--- config.mk ---
export PLATFORM = sky130hd
export DESIGN_NAME = xm23_alu
export DESIGN_NICKNAME = d
export VERILOG_FILES = /design/src/rtl/xm23_pkg.sv /design/src/rtl/xm23_bcd_adder.sv /design/src/rtl/xm23_alu.sv
export SDC_FILE = /design/constraint.sdc
export NUM_CORES = 1
export LEC_CHECK = 0
export BUFFER_PORTS_ARGS = -buffer_cell sky130_fd_sc_hd__buf_4
export CORE_MARGIN = 2
export CORE_UTILIZATION = 27
export DETAILED_ROUTE_END_ITERATION = 10
export GPL_ROUTABILITY_DRIVEN = 0
export PLACE_DENSITY_LB_ADDON = 0.1
export SYNTH_ARGS = -nofsm -noshare
export SYNTH_HDL_FRONTEND = slang
export SYNTH_HIERARCHICAL = 1
export SYNTH_SLANG_ARGS = --single-unit
--- constraint.sdc ---
create_clock -name Clock -period 2.3 [get_ports Clock]
set_input_delay 0.46 -clock Clock [delete_from_list [all_inputs] [get_ports Clock]]
set_output_delay 0.46 -clock Clock [all_outputs]
set_load 0.05 [all_outputs]
--- src/rtl/xm23_pkg.sv ---
// ============================================================================
// Module      : xm23_pkg
// Description : Shared XM23 ALU definitions: opcode encoding, PSW bit
//               positions and the byte/word select bit of alu_op.
// Revision    : 1.0 - initial release
// ============================================================================
`default_nettype none

package xm23_pkg;

   // 5-bit ALU operation codes; 17..31 are unused (result = D, PSW kept)
   typedef enum logic [4:0] {
      OP_ADD  = 5'd0,
      OP_ADDC = 5'd1,
      OP_SUB  = 5'd2,
      OP_SUBC = 5'd3,
      OP_DADD = 5'd4,
      OP_CMP  = 5'd5,
      OP_XOR  = 5'd6,
      OP_AND  = 5'd7,
      OP_OR   = 5'd8,
      OP_BIT  = 5'd9,
      OP_BIC  = 5'd10,
      OP_BIS  = 5'd11,
      OP_MOV  = 5'd12,
      OP_SRA  = 5'd13,
      OP_RRC  = 5'd14,
      OP_SWPB = 5'd15,
      OP_SXT  = 5'd16
   } alu_opcode_t;

   // PSW bit positions
   localparam int PSW_C   = 0;
   localparam int PSW_Z   = 1;
   localparam int PSW_N   = 2;
   localparam int PSW_SLP = 3;
   localparam int PSW_V   = 4;

   // alu_op bit selecting byte (1) or word (0) operation
   localparam int BYTE_BIT = 5;

endpackage : xm23_pkg

`default_nettype wire

--- src/rtl/xm23_bcd_adder.sv ---
// ============================================================================
// Module      : xm23_bcd_adder
// Description : 4-digit BCD nibble adder with carry-in and per-digit carry
//               outputs. Any digit sum above 9 is reduced by 10 and carries,
//               including sums of invalid (A..F) input digits.
//               Used only when XM23_ALU_DADD_EN is defined.
// Revision    : 1.0 - initial release
// ============================================================================
`default_nettype none

module xm23_bcd_adder (
   input  logic [15:0] a,
   input  logic [15:0] b,
   input  logic        cin,
   output logic [15:0] sum,
   output logic [3:0]  dcarry   // carry out of each digit, [3] = top digit
);

   logic [4:0] c;

   assign c[0]   = cin;
   assign dcarry = c[4:1];

   // Ripple the decimal carry through the four digits
   for (genvar i = 0; i < 4; i++) begin : g_digit
      logic [4:0] raw;
      assign raw = {1'b0, a[4*i +: 4]} + {1'b0, b[4*i +: 4]} + {4'd0, c[i]};
      assign c[i+1] = (raw > 5'd9);
      assign sum[4*i +: 4] = c[i+1] ? (raw[3:0] - 4'd10) : raw[3:0];
   end

endmodule : xm23_bcd_adder

`default_nettype wire

--- src/rtl/xm23_alu.sv ---
// ============================================================================
// Module      : xm23_alu
// Description : Registered XM23 arithmetic/logic unit. Combines S and D bus
//               operands per alu_op, registers a 16-bit result and an
//               updated PSW. One cycle latency, one operation per cycle.
//               Optional: define XM23_ALU_DADD_EN to enable BCD add (op 4);
//               otherwise op 4 behaves as an unused code.
// Revision    : 1.0 - initial release
// ============================================================================
`default_nettype none

module xm23_alu
   import xm23_pkg::*;
(
   input  logic        Clock,
   input  logic        Reset_n,
   input  logic [15:0] s_bus,
   input  logic [15:0] d_bus,
   input  logic [5:0]  alu_op,
   input  logic [15:0] psw_in,
   input  logic        alu_E,
   input  logic        psw_update,
   output logic [15:0] alu_out,
   output logic [15:0] alu_psw_out
);

   alu_opcode_t op;
   logic        c_in;
   logic        is_byte;
   logic        add_sub;
   logic [15:0] b_opnd;
   logic        add_cin;
   logic [16:0] sum_w;
   logic [8:0]  sum_b;
   logic [15:0] add_res;
   logic        add_c;
   logic        add_v;

   logic [15:0] calc;       // value the flags are derived from
   logic [15:0] result;     // value loaded into alu_out
   logic        upd_zn, upd_c, upd_v;
   logic        c_new, v_new;
   logic        res_z, res_n;
   logic [15:0] psw_next;

   assign op   = alu_opcode_t'(alu_op[4:0]);
   assign c_in = psw_in[PSW_C];

   // SWPB and SXT always work on the full word
   assign is_byte = alu_op[BYTE_BIT] && (op != OP_SWPB) && (op != OP_SXT);

   // Shared adder for ADD/ADDC/SUB/SUBC/CMP; subtracts add the inverted S
   assign add_sub = (op == OP_SUB) || (op == OP_SUBC) || (op == OP_CMP);
   assign b_opnd  = add_sub ? ~s_bus : s_bus;
   assign add_cin = (op == OP_ADD) ? 1'b0 :
                    ((op == OP_SUB) || (op == OP_CMP)) ? 1'b1 : c_in;

   assign sum_w = {1'b0, d_bus} + {1'b0, b_opnd} + {16'd0, add_cin};
   assign sum_b = {1'b0, d_bus[7:0]} + {1'b0, b_opnd[7:0]} + {8'd0, add_cin};

   assign add_res = is_byte ? {d_bus[15:8], sum_b[7:0]} : sum_w[15:0];
   assign add_c   = is_byte ? sum_b[8] : sum_w[16];
   assign add_v   = is_byte ?
                    ((d_bus[7]  == b_opnd[7])  && (sum_b[7]  != d_bus[7])) :
                    ((d_bus[15] == b_opnd[15]) && (sum_w[15] != d_bus[15]));

`ifdef XM23_ALU_DADD_EN
   logic [15:0] bcd_sum;
   logic [3:0]  bcd_dc;

   xm23_bcd_adder u_bcd (
      .a      (d_bus),
      .b      (s_bus),
      .cin    (c_in),
      .sum    (bcd_sum),
      .dcarry (bcd_dc)
   );
`endif

   // Operation decode: result, flag source and which flags are written
   always_comb begin
      calc   = d_bus;
      upd_zn = 1'b0;
      upd_c  = 1'b0;
      upd_v  = 1'b0;
      c_new  = c_in;
      v_new  = psw_in[PSW_V];
      case (op)
         OP_ADD, OP_ADDC, OP_SUB, OP_SUBC, OP_CMP: begin
            calc   = add_res;
            upd_zn = 1'b1;
            upd_c  = 1'b1;
            upd_v  = 1'b1;
            c_new  = add_c;
            v_new  = add_v;
         end
`ifdef XM23_ALU_DADD_EN
         OP_DADD: begin
            calc   = is_byte ? {d_bus[15:8], bcd_sum[7:0]} : bcd_sum;
            upd_zn = 1'b1;
            upd_c  = 1'b1;
            c_new  = is_byte ? bcd_dc[1] : bcd_dc[3];
         end
`endif
         OP_XOR: begin calc = d_bus ^ s_bus;  upd_zn = 1'b1; end
         OP_AND,
         OP_BIT: begin calc = d_bus & s_bus;  upd_zn = 1'b1; end
         OP_OR,
         OP_BIS: begin calc = d_bus | s_bus;  upd_zn = 1'b1; end
         OP_BIC: begin calc = d_bus & ~s_bus; upd_zn = 1'b1; end
         OP_MOV:  calc = s_bus;
         OP_SRA: begin
            calc   = is_byte ? {d_bus[15:8], d_bus[7], d_bus[7:1]}
                             : {d_bus[15], d_bus[15:1]};
            upd_zn = 1'b1;
            upd_c  = 1'b1;
            c_new  = d_bus[0];
         end
         OP_RRC: begin
            calc   = is_byte ? {d_bus[15:8], c_in, d_bus[7:1]}
                             : {c_in, d_bus[15:1]};
            upd_zn = 1'b1;
            upd_c  = 1'b1;
            c_new  = d_bus[0];
         end
         OP_SWPB: begin calc = {d_bus[7:0], d_bus[15:8]};    upd_zn = 1'b1; end
         OP_SXT:  begin calc = {{8{d_bus[7]}}, d_bus[7:0]}; upd_zn = 1'b1; end
         default: calc = d_bus;
      endcase

      // Logic ops work on the whole word; byte mode keeps D's upper byte
      if (is_byte) begin
         calc[15:8] = d_bus[15:8];
      end

      result = ((op == OP_CMP) || (op == OP_BIT)) ? d_bus : calc;
   end

   assign res_z = is_byte ? (calc[7:0] == 8'h00) : (calc == 16'h0000);
   assign res_n = is_byte ? calc[7] : calc[15];

   // PSW merge: untouched bits always follow psw_in
   always_comb begin
      psw_next = psw_in;
      if (psw_update) begin
         if (upd_zn) begin
            psw_next[PSW_Z] = res_z;
            psw_next[PSW_N] = res_n;
         end
         if (upd_c) psw_next[PSW_C] = c_new;
         if (upd_v) psw_next[PSW_V] = v_new;
      end
   end

   // Output registers, loaded only on enabled cycles
   always_ff @(posedge Clock or negedge Reset_n) begin
      if (!Reset_n) begin
         alu_out     <= 16'h0000;
         alu_psw_out <= 16'h0000;
      end else if (alu_E) begin
         alu_out     <= result;
         alu_psw_out <= psw_next;
      end
   end

endmodule : xm23_alu

`default_nettype wire

==> tab_implementation.tex <==
\begin{tabular}{lr}
\hline
Metric & Value \\
\hline
\multicolumn{2}{l}{\textbf{Run status}} \\
Run status & complete, but fails checks \\
Violations in the final reports & negative setup slack \\
\multicolumn{2}{l}{\textbf{Layout}} \\
Diode count & 0 \\
Layout fillers & between 1k and 1.5k \\
Leading cell types in the layout, fill and taps excluded & buf\_4, inv\_1, nand2\_1, nor2\_1, dfrtp\_1 \\
Total non-filler cell area in the finished layout & 7360 um2 \\
Number of standard cells in the layout, taps in and fillers out & $\sim$990 \\
Ratio of cells with drive above 1 in the final layout & 50.2\% \\
Commonest non-fill, non-tap cell in the layout & buf\_4 \\
Nets & slightly below 900 \\
Area Overhead vs Synth & 75.2\% \\
\multicolumn{2}{l}{\textbf{Synthesis}} \\
Share of synthesized registers carrying an async set or reset & between 90\% and 100\% \\
Post-synth EDFFs & 0 \\
Distinct cells, synth & 78 \\
Largest area contributor in the netlist & dfrtp\_1 \\
Total number of yosys warnings & 6 \\
Synthesized cell area & about 4200 um2 \\
Predominant post-synthesis flop cell & dfrtp\_1 \\
Fraction of synthesized cell area taken by the top area cell type & 19.1\% \\
Sequential-to-total area share from yosys stat & between 10\% and 20\% \\
Post-Synthesis Cells & 539 \\
Per-instance average area after synthesis & slightly below 8 um2 \\
Largest cells by area after synthesis & dfrtp\_1, ha\_1, xnor2\_1, a21oi\_1, o21ai\_0 \\
Number of nets produced by synthesis & 630 \\
Register bit count reported by yosys & 32 \\
\multicolumn{2}{l}{\textbf{CTS}} \\
Maximum clock path buffer count & 2 \\
CTS root buffer & clkbuf\_16 \\
Number of clock sinks & 32 \\
H-tree lvl count & 2 \\
TritonCTS clock tree & built \\
Worst-Skew Late Latency & between 0.2 and 0.3 ns \\
Number of hold buffers added after cts & 0 \\
Number of buffers added by the clock tree synthesis step & 5 \\
Clock slew seen by the registers of the worst setup and hold paths & approximately 0.050 ns \\
\multicolumn{2}{l}{\textbf{Placed design}} \\
Placed cells & a little under 1k \\
Number of buffer cells added on primary ports & around 90 \\
Area after detailed placement & 6430 um2 \\
DPL Wire Length & between 10000 and 15000 um \\
\multicolumn{2}{l}{\textbf{Floorplanning}} \\
Vertical die dimension & 129 um \\
\# rows & 45 \\
Top-level port count & 90 \\
Area enclosed by the die boundary & $\sim$17000 um2 \\
Core outline area & $\sim$15000 um2 \\
Die Span X & approximately 130 um \\
Initial cell density of the core & around 28\% \\
\multicolumn{2}{l}{\textbf{STA}} \\
Shortest period the worst path allows & between 3 and 4 ns \\
Final hold viol count & 0 \\
Number of max-slew violations in the final report & 0 \\
RSZ-0062 raised after global routing & true \\
Worst slew margin relative to its limit & $\sim$46\% \\
Fraction of the cycle the final worst path needs & 155\% \\
Worst hold margin & between 0.1 and 0.15 ns \\
Pin slew with the least headroom to its limit & around 0.81 ns \\
Clock Skew & 0 ns \\
Max Clock Freq & between 200 and 300 MHz \\
Setup-violating endpoint count in the final report & 20 \\
Post-route worst setup slack & -1.26 ns \\
\multicolumn{2}{l}{\textbf{Pwr}} \\
PwrDens & around 470 nW/um2 \\
Switching pwr & between 1 and 1.5 mW \\
Combinational power share & around 57\% \\
Switch share & about two fifths \\
P\_int & approximately 2.1 mW \\
Share of power burned in registers & 19.5\% \\
Peak supply drop & a little over 300 uV \\
Leakage power & 3.43 nW \\
Proportion of power drawn by the clock network & approximately a quarter \\
\multicolumn{2}{l}{\textbf{Detailed routing}} \\
Total routed wirelength & 18400 um \\
Mean number of vias per cell & between 5 and 6 \\
Detail Route Antenna Nets & 0 \\
Residual DRC & 0 \\
Number of iterations in the first detailed-routing pass & 7 \\
Vias post-DR & approximately 5.2k \\
Detailed router's first-iteration violation count & about 390 \\
Post-DR wirelength/cell & around 19 um \\
\multicolumn{2}{l}{\textbf{Critical path}} \\
Cell family with most CP delay & compound AO/OA/AOI/OAI gates \\
Most used cell, CP & buf\_8 \\
Master of the slowest instance on the critical path & or4\_4 \\
CP Max Fanout & 7 \\
Critical path's largest stage delay & between 0.5 and 0.6 ns \\
Buf/Inv on CP & 4 \\
Crit path launch type & input pin \\
Arrival time of data at the critical path endpoint & about 3.8 ns \\
Required time worst endpoint & roughly 2.5 ns \\
Crit Path Category & input pin to flip-flop \\
Element type at the critical path end & flip-flop \\
Critical Path, Cell by Cell & buf\_8, buf\_6, mux2\_4, nand2\_8, buf\_12, buf\_8, xnor2\_4, ha\_4, a21oi\_4, o22ai\_2, or3\_4, o221ai\_4, a21oi\_2, a41o\_1, a21o\_1, or4\_4, a2bb2oi\_2 \\
\multicolumn{2}{l}{\textbf{Job}} \\
Max Cap Violations & 0 \\
\multicolumn{2}{l}{\textbf{GRT}} \\
Total routing resource utilization after global routing & 21.9\% \\
Initial antenna violation count & 0 \\
First-pass GRT wire length & about 28000 um \\
Overall overflow remaining after global route & 0 \\
Maximum number of pins on one net before global-route repair & 33 \\
Vias in the first global route & between 5k and 6k \\
\multicolumn{2}{l}{\textbf{Min path}} \\
Worst Hold Class & input pin to async pin \\
\hline
\end{tabular}
## worst paths after layout
path                                start  slack, ns  depth (start not counted)              to
max                             alu_op[2]      -1.26                         17  alu_psw_out[1]
min                               Reset_n       0.11                          1     alu_out[15]
max reg2reg                alu_psw_out[1]       0.94                          5  alu_psw_out[1]
min reg2reg                   alu_out[11]       0.49                          1     alu_out[11]
max in group asynchronous         Reset_n       1.89                          1      alu_out[8]
min in group Clock              psw_in[9]       0.41                          2  alu_psw_out[9]
## metrics by stage
step                      setup TNS (ns)  setup slack (ns)  util [%]  power [mW]
final                             -15.79             -1.26      48.4        3.46
after CTS                         -15.70             -1.33      47.0        3.39
after global placement            -23.91             -1.73      42.3        2.37
after detailed placement          -24.86             -1.79      42.3        2.38
after floorplan                   -16.84             -1.53         -        1.62
after global routing              -18.40             -1.36      48.4        3.65
## what timing repair did
action,CTS,global route
buffers inserted,15,7
gates cloned,0,0
setup endpoints to repair,20,20
pin swaps,53,46
resized for setup,86,29
## power by group through the flow
stage | combinational (mW) | sequential, mW | clock (mW)
floorplan | 0.682 | 0.938 | 0
global placement | 1.69 | 0.683 | 0
detailed placement | 1.70 | 0.684 | 0
CTS | 1.90 | 0.676 | 0.817
global route | 2.11 | 0.686 | 0.855
finish | 1.98 | 0.675 | 0.806
## Yosys cell counts, types with 4 or more instances
library cell / number
a211oi_1: 8
a21o_1: 10
a21oi_1: 48
a221oi_1: 5
a222oi_1: 4
a22o_1: 6
a22oi_1: 5
a31oi_1: 5
and3_1: 5
buf_2: 6
buf_6: 4
clkbuf_1: 17
dfrtp_1: 32
ha_1: 31
inv_1: 44
mux2_2: 15
nand2_1: 45
nand2b_1: 5
nand3_1: 7
nand4_1: 6
nor2_1: 41
nor2b_1: 10
nor3_1: 6
nor3b_1: 4
o211ai_1: 13
o21ai_0: 36
o21ai_1: 4
o21bai_1: 4
o221ai_1: 4
o31ai_1: 4
o32ai_1: 4
xnor2_1: 32
## sequential cells by signal, indices dropped and copies added (netlist names)
register,count
alu_out,16
alu_psw_out,16
## logic make-up after synthesis
family                   synth area share [%]
XOR/XNOR                                 7.95
AND/OR/NAND/NOR                          18.6
AO/OA/AOI/OAI                            31.8
buffers and inverters                    7.86
flip-flops                               19.1
multiplexers                             4.50
adder cells (fa/ha/maj)                  10.2
## routing by layer
layer	up-vias	global-route usage, %	wire length [um]
li1	2492	-	-
met2	172	37.8	8900
met1	2535	29.4	8160
met4	0	5.69	480
met5	-	0	0
met3	32	2.29	890
## final cells by class
class                           instances  area (um2)  share of cell area (%)
Timing Repair Buffer                  285        2270                    30.8
Tap cell                              188         235                    3.20
Sequential cell                        32         801                    10.9
Clock buffer                            7         153                    2.07
Clock inverter                          1        30.0                   0.408
Multi-Input combinational cell        432        3710                    50.4
Inverter                               44         165                    2.24
Power figures use the tool's default switching activity.
